--- config.mk ---
export PLATFORM = sky130hd
export DESIGN_NAME = hazard_unit_mc
export DESIGN_NICKNAME = d
export VERILOG_FILES = /design/src/rtl/hazard_unit_mc.sv
export SDC_FILE = /design/constraint.sdc
export NUM_CORES = 1
export LEC_CHECK = 0
export BUFFER_PORTS_ARGS = -buffer_cell sky130_fd_sc_hd__buf_2
export CAP_MARGIN = 10
export CELL_PAD_IN_SITES_DETAIL_PLACEMENT = 0
export CELL_PAD_IN_SITES_GLOBAL_PLACEMENT = 1
export CORE_MARGIN = 3
export CORE_UTILIZATION = 30
export DETAILED_ROUTE_END_ITERATION = 16
export GPL_TIMING_DRIVEN = 0
export PLACE_DENSITY_LB_ADDON = 0.1
export SYNTH_ARGS = -nofsm -noshare
export SYNTH_HDL_FRONTEND = slang
export SYNTH_SLANG_ARGS = --single-unit
--- constraint.sdc ---
create_clock -name clk -period 2.3 [get_ports clk]
set_clock_uncertainty 0.15 [all_clocks]
set_input_delay 0.23 -clock clk [delete_from_list [all_inputs] [get_ports clk]]
set_output_delay 0.23 -clock clk [all_outputs]
set_load 0.01 [all_outputs]
--- src/rtl/hazard_unit_mc.sv ---
// -----------------------------------------------------------------------------
// hazard_unit_mc
//
// Hazard detection and forwarding controller for the in-order RISC-V pipeline,
// placed beside the ID stage. It checks FWD_STAGES downstream stages for RAW
// hazards, forwards from the nearest ready producer, and stalls on a not-ready
// producer. It also tracks one outstanding multi-cycle (MUL/DIV) operation with
// a scoreboard and countdown. A taken branch opens a flush window on the
// IF/ID register.
//
// Ports
//   clk, rst                       clock (rising edge), async active-low reset
//   rs1use_ID, rs2use_ID           ID instruction reads rs1 / rs2
//   rs1_ID, rs2_ID, rd_ID          ID register fields
//   regw_ID                        ID instruction writes rd_ID
//   issue_mc_ID                    ID instruction is a multi-cycle op
//   branch_taken_ID                branch/jump resolved taken in ID
//   rd_stg[5i+4:5i]                destination register of stage i (0 = EXE)
//   regw_stg[i], rdy_stg[i]        stage i writes rd / has its result ready
//   PC_EN_IF, reg_*_EN             pipeline enables
//   reg_FD_stall, reg_*_flush      stall / flush controls
//   forward_ctrl_A/B               0 = register file, k = stage k-1
//   mc_busy, mc_done, mc_rd        multi-cycle op status
//   stall_cnt                      stall cycle counter (HDU_STALL_STATS_EN only)
//
// Optional feature: define HDU_STALL_STATS_EN to add the 32-bit saturating
// stall_cnt output.
// -----------------------------------------------------------------------------
module hazard_unit_mc #(
  parameter int FWD_STAGES   = 3,
  parameter int MC_LAT       = 4,
  parameter int FLUSH_CYCLES = 1,
  parameter int FWD_W        = $clog2(FWD_STAGES + 1)
) (
  input  logic                    clk,
  input  logic                    rst,
  input  logic                    rs1use_ID,
  input  logic                    rs2use_ID,
  input  logic [4:0]              rs1_ID,
  input  logic [4:0]              rs2_ID,
  input  logic [4:0]              rd_ID,
  input  logic                    regw_ID,
  input  logic                    issue_mc_ID,
  input  logic                    branch_taken_ID,
  input  logic [5*FWD_STAGES-1:0] rd_stg,
  input  logic [FWD_STAGES-1:0]   regw_stg,
  input  logic [FWD_STAGES-1:0]   rdy_stg,
  output logic                    PC_EN_IF,
  output logic                    reg_FD_EN,
  output logic                    reg_DE_EN,
  output logic                    reg_EM_EN,
  output logic                    reg_MW_EN,
  output logic                    reg_FD_stall,
  output logic                    reg_FD_flush,
  output logic                    reg_DE_flush,
  output logic                    reg_EM_flush,
  output logic [FWD_W-1:0]        forward_ctrl_A,
  output logic [FWD_W-1:0]        forward_ctrl_B,
  output logic                    mc_busy,
  output logic                    mc_done,
  output logic [4:0]              mc_rd
`ifdef HDU_STALL_STATS_EN
  ,
  output logic [31:0]             stall_cnt
`endif
);

  localparam int CNT_W = $clog2(MC_LAT);
  localparam int FC_W  = (FLUSH_CYCLES > 1) ? $clog2(FLUSH_CYCLES) : 1;
  localparam logic [CNT_W-1:0] CNT_LOAD = CNT_W'(MC_LAT - 1);
  localparam logic [FC_W-1:0]  FC_LOAD  = FC_W'(FLUSH_CYCLES - 1);

  typedef enum logic [0:0] {
    IDLE = 1'b0,
    BUSY = 1'b1
  } state_e;

  state_e           state_q, state_d;
  logic [CNT_W-1:0] cnt_q, cnt_d;
  logic [4:0]       mc_rd_q, mc_rd_d;
  logic [FC_W-1:0]  fcnt_q, fcnt_d;

  logic [FWD_STAGES-1:0] match_a_s, match_b_s;
  logic                  hit_a_s, hit_b_s;
  logic                  rdy_a_s, rdy_b_s;
  logic [FWD_W-1:0]      idx_a_s, idx_b_s;
  logic                  dstall_s;
  logic                  sb_stall_s;
  logic                  stall_s;
  logic                  busy_s;
  logic                  done_s;
  logic                  flush_s;

  assign busy_s = (state_q == BUSY);

  // Per-stage match and nearest-producer selection for both operands.
  always_comb begin
    match_a_s = {FWD_STAGES{1'b0}};
    match_b_s = {FWD_STAGES{1'b0}};
    hit_a_s   = 1'b0;
    hit_b_s   = 1'b0;
    rdy_a_s   = 1'b0;
    rdy_b_s   = 1'b0;
    idx_a_s   = {FWD_W{1'b0}};
    idx_b_s   = {FWD_W{1'b0}};
    // Walk from the farthest stage inward so the nearest match overwrites.
    for (int i = FWD_STAGES - 1; i >= 0; i--) begin
      match_a_s[i] = rs1use_ID && regw_stg[i] &&
                     (rd_stg[5*i +: 5] != 5'd0) && (rd_stg[5*i +: 5] == rs1_ID);
      match_b_s[i] = rs2use_ID && regw_stg[i] &&
                     (rd_stg[5*i +: 5] != 5'd0) && (rd_stg[5*i +: 5] == rs2_ID);
      hit_a_s = hit_a_s | match_a_s[i];
      hit_b_s = hit_b_s | match_b_s[i];
      rdy_a_s = match_a_s[i] ? rdy_stg[i] : rdy_a_s;
      rdy_b_s = match_b_s[i] ? rdy_stg[i] : rdy_b_s;
      idx_a_s = match_a_s[i] ? FWD_W'(i + 1) : idx_a_s;
      idx_b_s = match_b_s[i] ? FWD_W'(i + 1) : idx_b_s;
    end
  end

  // Data stall, scoreboard stall and the combined, reset-gated stall.
  always_comb begin
    dstall_s   = (hit_a_s && !rdy_a_s) || (hit_b_s && !rdy_b_s);
    sb_stall_s = busy_s &&
                 ((rs1use_ID && (rs1_ID == mc_rd_q) && (mc_rd_q != 5'd0)) ||
                  (rs2use_ID && (rs2_ID == mc_rd_q) && (mc_rd_q != 5'd0)) ||
                  (regw_ID && (rd_ID == mc_rd_q)) ||
                  issue_mc_ID);
    stall_s    = rst && (dstall_s || sb_stall_s);
  end

  // Multi-cycle FSM next state, countdown and completion pulse.
  always_comb begin
    state_d = state_q;
    cnt_d   = cnt_q;
    mc_rd_d = mc_rd_q;
    done_s  = 1'b0;
    case (state_q)
      IDLE: begin
        if (issue_mc_ID && !stall_s) begin
          state_d = BUSY;
          cnt_d   = CNT_LOAD;
          mc_rd_d = rd_ID;
        end else begin
          state_d = IDLE;
        end
      end
      BUSY: begin
        if (cnt_q == {CNT_W{1'b0}}) begin
          done_s  = 1'b1;
          state_d = IDLE;
        end else begin
          cnt_d = cnt_q - {{(CNT_W-1){1'b0}}, 1'b1};
        end
      end
      default: begin
        state_d = IDLE;
        cnt_d   = {CNT_W{1'b0}};
      end
    endcase
  end

  // Flush window: a resolved taken branch reloads the window counter.
  always_comb begin
    if (branch_taken_ID && !stall_s) begin
      fcnt_d = FC_LOAD;
    end else if (fcnt_q != {FC_W{1'b0}}) begin
      fcnt_d = fcnt_q - {{(FC_W-1){1'b0}}, 1'b1};
    end else begin
      fcnt_d = fcnt_q;
    end
    flush_s = rst && !stall_s && (branch_taken_ID || (fcnt_q != {FC_W{1'b0}}));
  end

  // State, countdown, scoreboard register and flush counter.
  always_ff @(posedge clk or negedge rst) begin
    if (!rst) begin
      state_q <= IDLE;
      cnt_q   <= {CNT_W{1'b0}};
      mc_rd_q <= 5'd0;
      fcnt_q  <= {FC_W{1'b0}};
    end else begin
      state_q <= state_d;
      cnt_q   <= cnt_d;
      mc_rd_q <= mc_rd_d;
      fcnt_q  <= fcnt_d;
    end
  end

`ifdef HDU_STALL_STATS_EN
  logic [31:0] stall_cnt_q, stall_cnt_d;

  // Saturating count of stalled cycles.
  always_comb begin
    if (stall_s && (stall_cnt_q != 32'hFFFF_FFFF)) begin
      stall_cnt_d = stall_cnt_q + 32'd1;
    end else begin
      stall_cnt_d = stall_cnt_q;
    end
  end

  // Stall counter register.
  always_ff @(posedge clk or negedge rst) begin
    if (!rst) begin
      stall_cnt_q <= 32'd0;
    end else begin
      stall_cnt_q <= stall_cnt_d;
    end
  end

  assign stall_cnt = stall_cnt_q;
`endif

  // Outputs; combinational paths are gated so reset forces reset values.
  assign PC_EN_IF       = !stall_s;
  assign reg_FD_EN      = 1'b1;
  assign reg_DE_EN      = 1'b1;
  assign reg_EM_EN      = 1'b1;
  assign reg_MW_EN      = 1'b1;
  assign reg_FD_stall   = stall_s;
  assign reg_DE_flush   = stall_s;
  assign reg_FD_flush   = flush_s;
  assign reg_EM_flush   = 1'b0;
  assign forward_ctrl_A = (rst && hit_a_s && rdy_a_s) ? idx_a_s : {FWD_W{1'b0}};
  assign forward_ctrl_B = (rst && hit_b_s && rdy_b_s) ? idx_b_s : {FWD_W{1'b0}};
  assign mc_busy        = rst && busy_s;
  assign mc_done        = rst && done_s;
  assign mc_rd          = rst ? mc_rd_q : 5'd0;

endmodule

==> impl_metrics.env <==
export IMPL_crit_family="simple AND/OR/NAND/NOR gates"
export IMPL_synth_top_cell_by_area="xnor2_1"
export IMPL_worst_pin_slew_ns=0.787
export IMPL_layout_setup_ws_ns=-0.290
export IMPL_die_y_microns=71.9
export IMPL_place_hpwl_microns=3280
export IMPL_drt_antenna_violating_nets=0
export IMPL_slowest_stage="or4_4"
export IMPL_fin_util_pct=45.1
export IMPL_status="finished with violations"
export IMPL_cts_tree="yes"
export IMPL_setup_worst_path_start_class="flip-flop"
export IMPL_chipWidth_microns=71.9
export IMPL_rsz0062_at_grt="yes"
export IMPL_synthTopCellsByArea="xnor2_1 (17%), dfrtp_1 (15%), xor2_1 (13%)"
export IMPL_ys_seq_elements=8
export IMPL_setup_viol=4
export IMPL_drtIter0Drc=35
export IMPL_first_pass_iters=4
export IMPL_clockRootBuffer="clkbuf_8"
export IMPL_synth_most_common_cell="xnor2_1"
export IMPL_setup_worst_path_end_class="primary output"
export IMPL_fin_crit_ns=2.59
export IMPL_routed_wl_microns=4090
export IMPL_clk_pin_slew_ns=0.04
export IMPL_yosys_warnings=0
export IMPL_antenna_found_initial=0
export IMPL_overflow=0
export IMPL_power_mw=1.23
export IMPL_grt_use_total_pct=16.0
export IMPL_gp_congestion=0.793
export IMPL_netlist_area_leader_share_pct=16.8
export IMPL_clkLatencyLatePin_ns=0.23
export IMPL_ios=63
export IMPL_max_clock_path_buffers=2
export IMPL_synth_area_sq_mm=0.00130
export IMPL_worstPathArrival_ns=2.21
export IMPL_ys_async_sr_fraction_pct=100
export IMPL_core_area_sq_mm=0.00409
export IMPL_relSlewSlack_pct=47.0
export IMPL_nets=265
export IMPL_ir_drop_mv=0.353
export IMPL_num_vias=1276
export IMPL_die_area_sq_mm=0.00517
export IMPL_synth_ff_type="dfrtp_1"
export IMPL_fmax_ghz=0.386
export IMPL_power_leakage_nw=0.815
export IMPL_slowest_delay_ns=0.55
export IMPL_grt_max_degree=16
export IMPL_layout_drive_gt1_share_pct=47.9
export IMPL_start_util_pct=31.9
export IMPL_ys_types=44
export IMPL_areaGrowthSynthToFinish_pct=41.5
export IMPL_synthCells=154
export IMPL_report_final_slew_viol_count=0
export IMPL_synth_common_cells="xnor2_1 (25), xor2_1 (20), nand2_1 (9), nor4_1 (9), dfrtp_1 (8)"
export IMPL_viasPerCell=4.74
export IMPL_worstPathBufferInverterCount=2
export IMPL_violations="negative setup slack"
export IMPL_final_hold_viol_count=0
export IMPL_h_tree_depth=1
export IMPL_numCtsBuffers=3
export IMPL_io_buffers=56
export IMPL_antennaDiodeCount=0
export IMPL_ys_seq_area_share_pct=15.4
export IMPL_synth_edf_count=0
export IMPL_path_class="flip-flop to primary output"
export IMPL_wl_per_cell_microns=15.2
export IMPL_grt_pass1_wl_microns=6380
export IMPL_drv_cap=0
export IMPL_drc=0
export IMPL_first_global_vias=1323
export IMPL_cp_cell_sequence="or4_4, nor2_4, a21oi_2, a311o_1, a211oi_2, nor2b_2, buf_4, buf_2"
export IMPL_cts_sinks=8
export IMPL_cp_required_ns=1.92
export IMPL_critPathMaxFanout=3
export IMPL_post_route_period_util_pct=113
export IMPL_min_path_type="input pin to flip-flop"
export IMPL_rows=23
export IMPL_power_per_cell_area_mw_per_mm2=665
export IMPL_avgSynthCellArea_sq_um=8.46
==> logic make-up after synthesis <==
family          share of synthesized area (%)
other cells                             0.577
buf+inv                                  6.34
fa+ha+maj                               0.960
xor+xnor                                 30.3
mux                                      6.63
flops                                    15.4
compound gates                           11.2
simple gates                             28.6
==> routing by layer <==
layer	routed length, microns	part of all wire [%]	up-vias	global-route usage [%]
met3	189	4.6	4	2.63
met4	37	0.90	0	3.13
met5	0	0	-	0
li1	-	-	656	-
met2	2090	51	36	29.5
met1	1770	43	580	19.6
==> final timing paths <==
check,from,end,slack (ns),cells past startpoint
max,mc_rd_q[3]$_DFFE_PN0P_,reg_FD_stall,-0.29,8
min,rd_ID[2],mc_rd_q[2]$_DFFE_PN0P_,0.11,2
max reg2reg,busy_s$_DFF_PN0_,mc_rd_q[4]$_DFFE_PN0P_,0.51,3
min reg2reg,cnt_q[1]$_DFFE_PN0P_,cnt_q[1]$_DFFE_PN0P_,0.35,1
max in group asynchronous,rst,mc_rd_q[0]$_DFFE_PN0P_,1.49,2
min in group asynchronous,rst,cnt_q[0]$_DFFE_PN0P_,0.26,2
==> repair_timing <==
action	in CTS	in global routing
buffers inserted	6	1
hold buffers	1	0
endpoints found under the setup margin	9	10
hold endpoints to repair	8	0
pin swaps	7	5
resized for setup	13	11
==> area by class of cell <==
type | count | area, sq um
clock buffers | 3 | 41.3
plain buffers | 8 | 52.6
fillers | 438 | 2240
inverters | 3 | 11.3
multi-input cells | 133 | 1110
well taps | 50 | 62.6
repair buffers | 64 | 359
flip-flops and latches | 8 | 204
==> per-stage QoR <==
stage	cells	area (sq um)	setup TNS [ns]	hold slack (ns)	setup slack, ns
global route	269	1840	-1.68	0.108	-0.379
finish	269	1840	-0.947	0.108	-0.290
global placement	263	1660	-2.61	-0.0279	-0.296
floorplan	157	1320	0	-0.216	0.00321
CTS	269	1790	-1.18	0.105	-0.288
detailed placement	263	1660	-2.88	-0.0221	-0.325
==> worst register-to-register path: cells and delay by family, from the launching register on <==
family | cells | cell delay (ns)
flip-flops | 1 | 0.42
AND/OR/NAND/NOR | 2 | 0.76
multiplexers | 1 | 0.34
==> power by group <==
group          switching [mW]  total, mW  internal (mW)
clock network          0.0557      0.169          0.113
registers              0.0891      0.309          0.220
logic                   0.340      0.748          0.407
==> sequential cells by signal, summed over array words and instances, names as in the netlist <==
register and cells:
mc_rd_q 5, cnt_q 2, busy_s 1
==> cells in the final DEF, fill, tap and decap left out, types with 4 or more instances in the layout <==
cell,instances
buf_4,13
nor2_1,4
conb_1,5
and2_1,6
dfrtp_1,5
mux2_4,5
buf_2,54
xor2_1,20
nand2_1,9
nor4_1,5
nand3_1,4
xnor2_1,25
(Power assumes the default switching activity.)
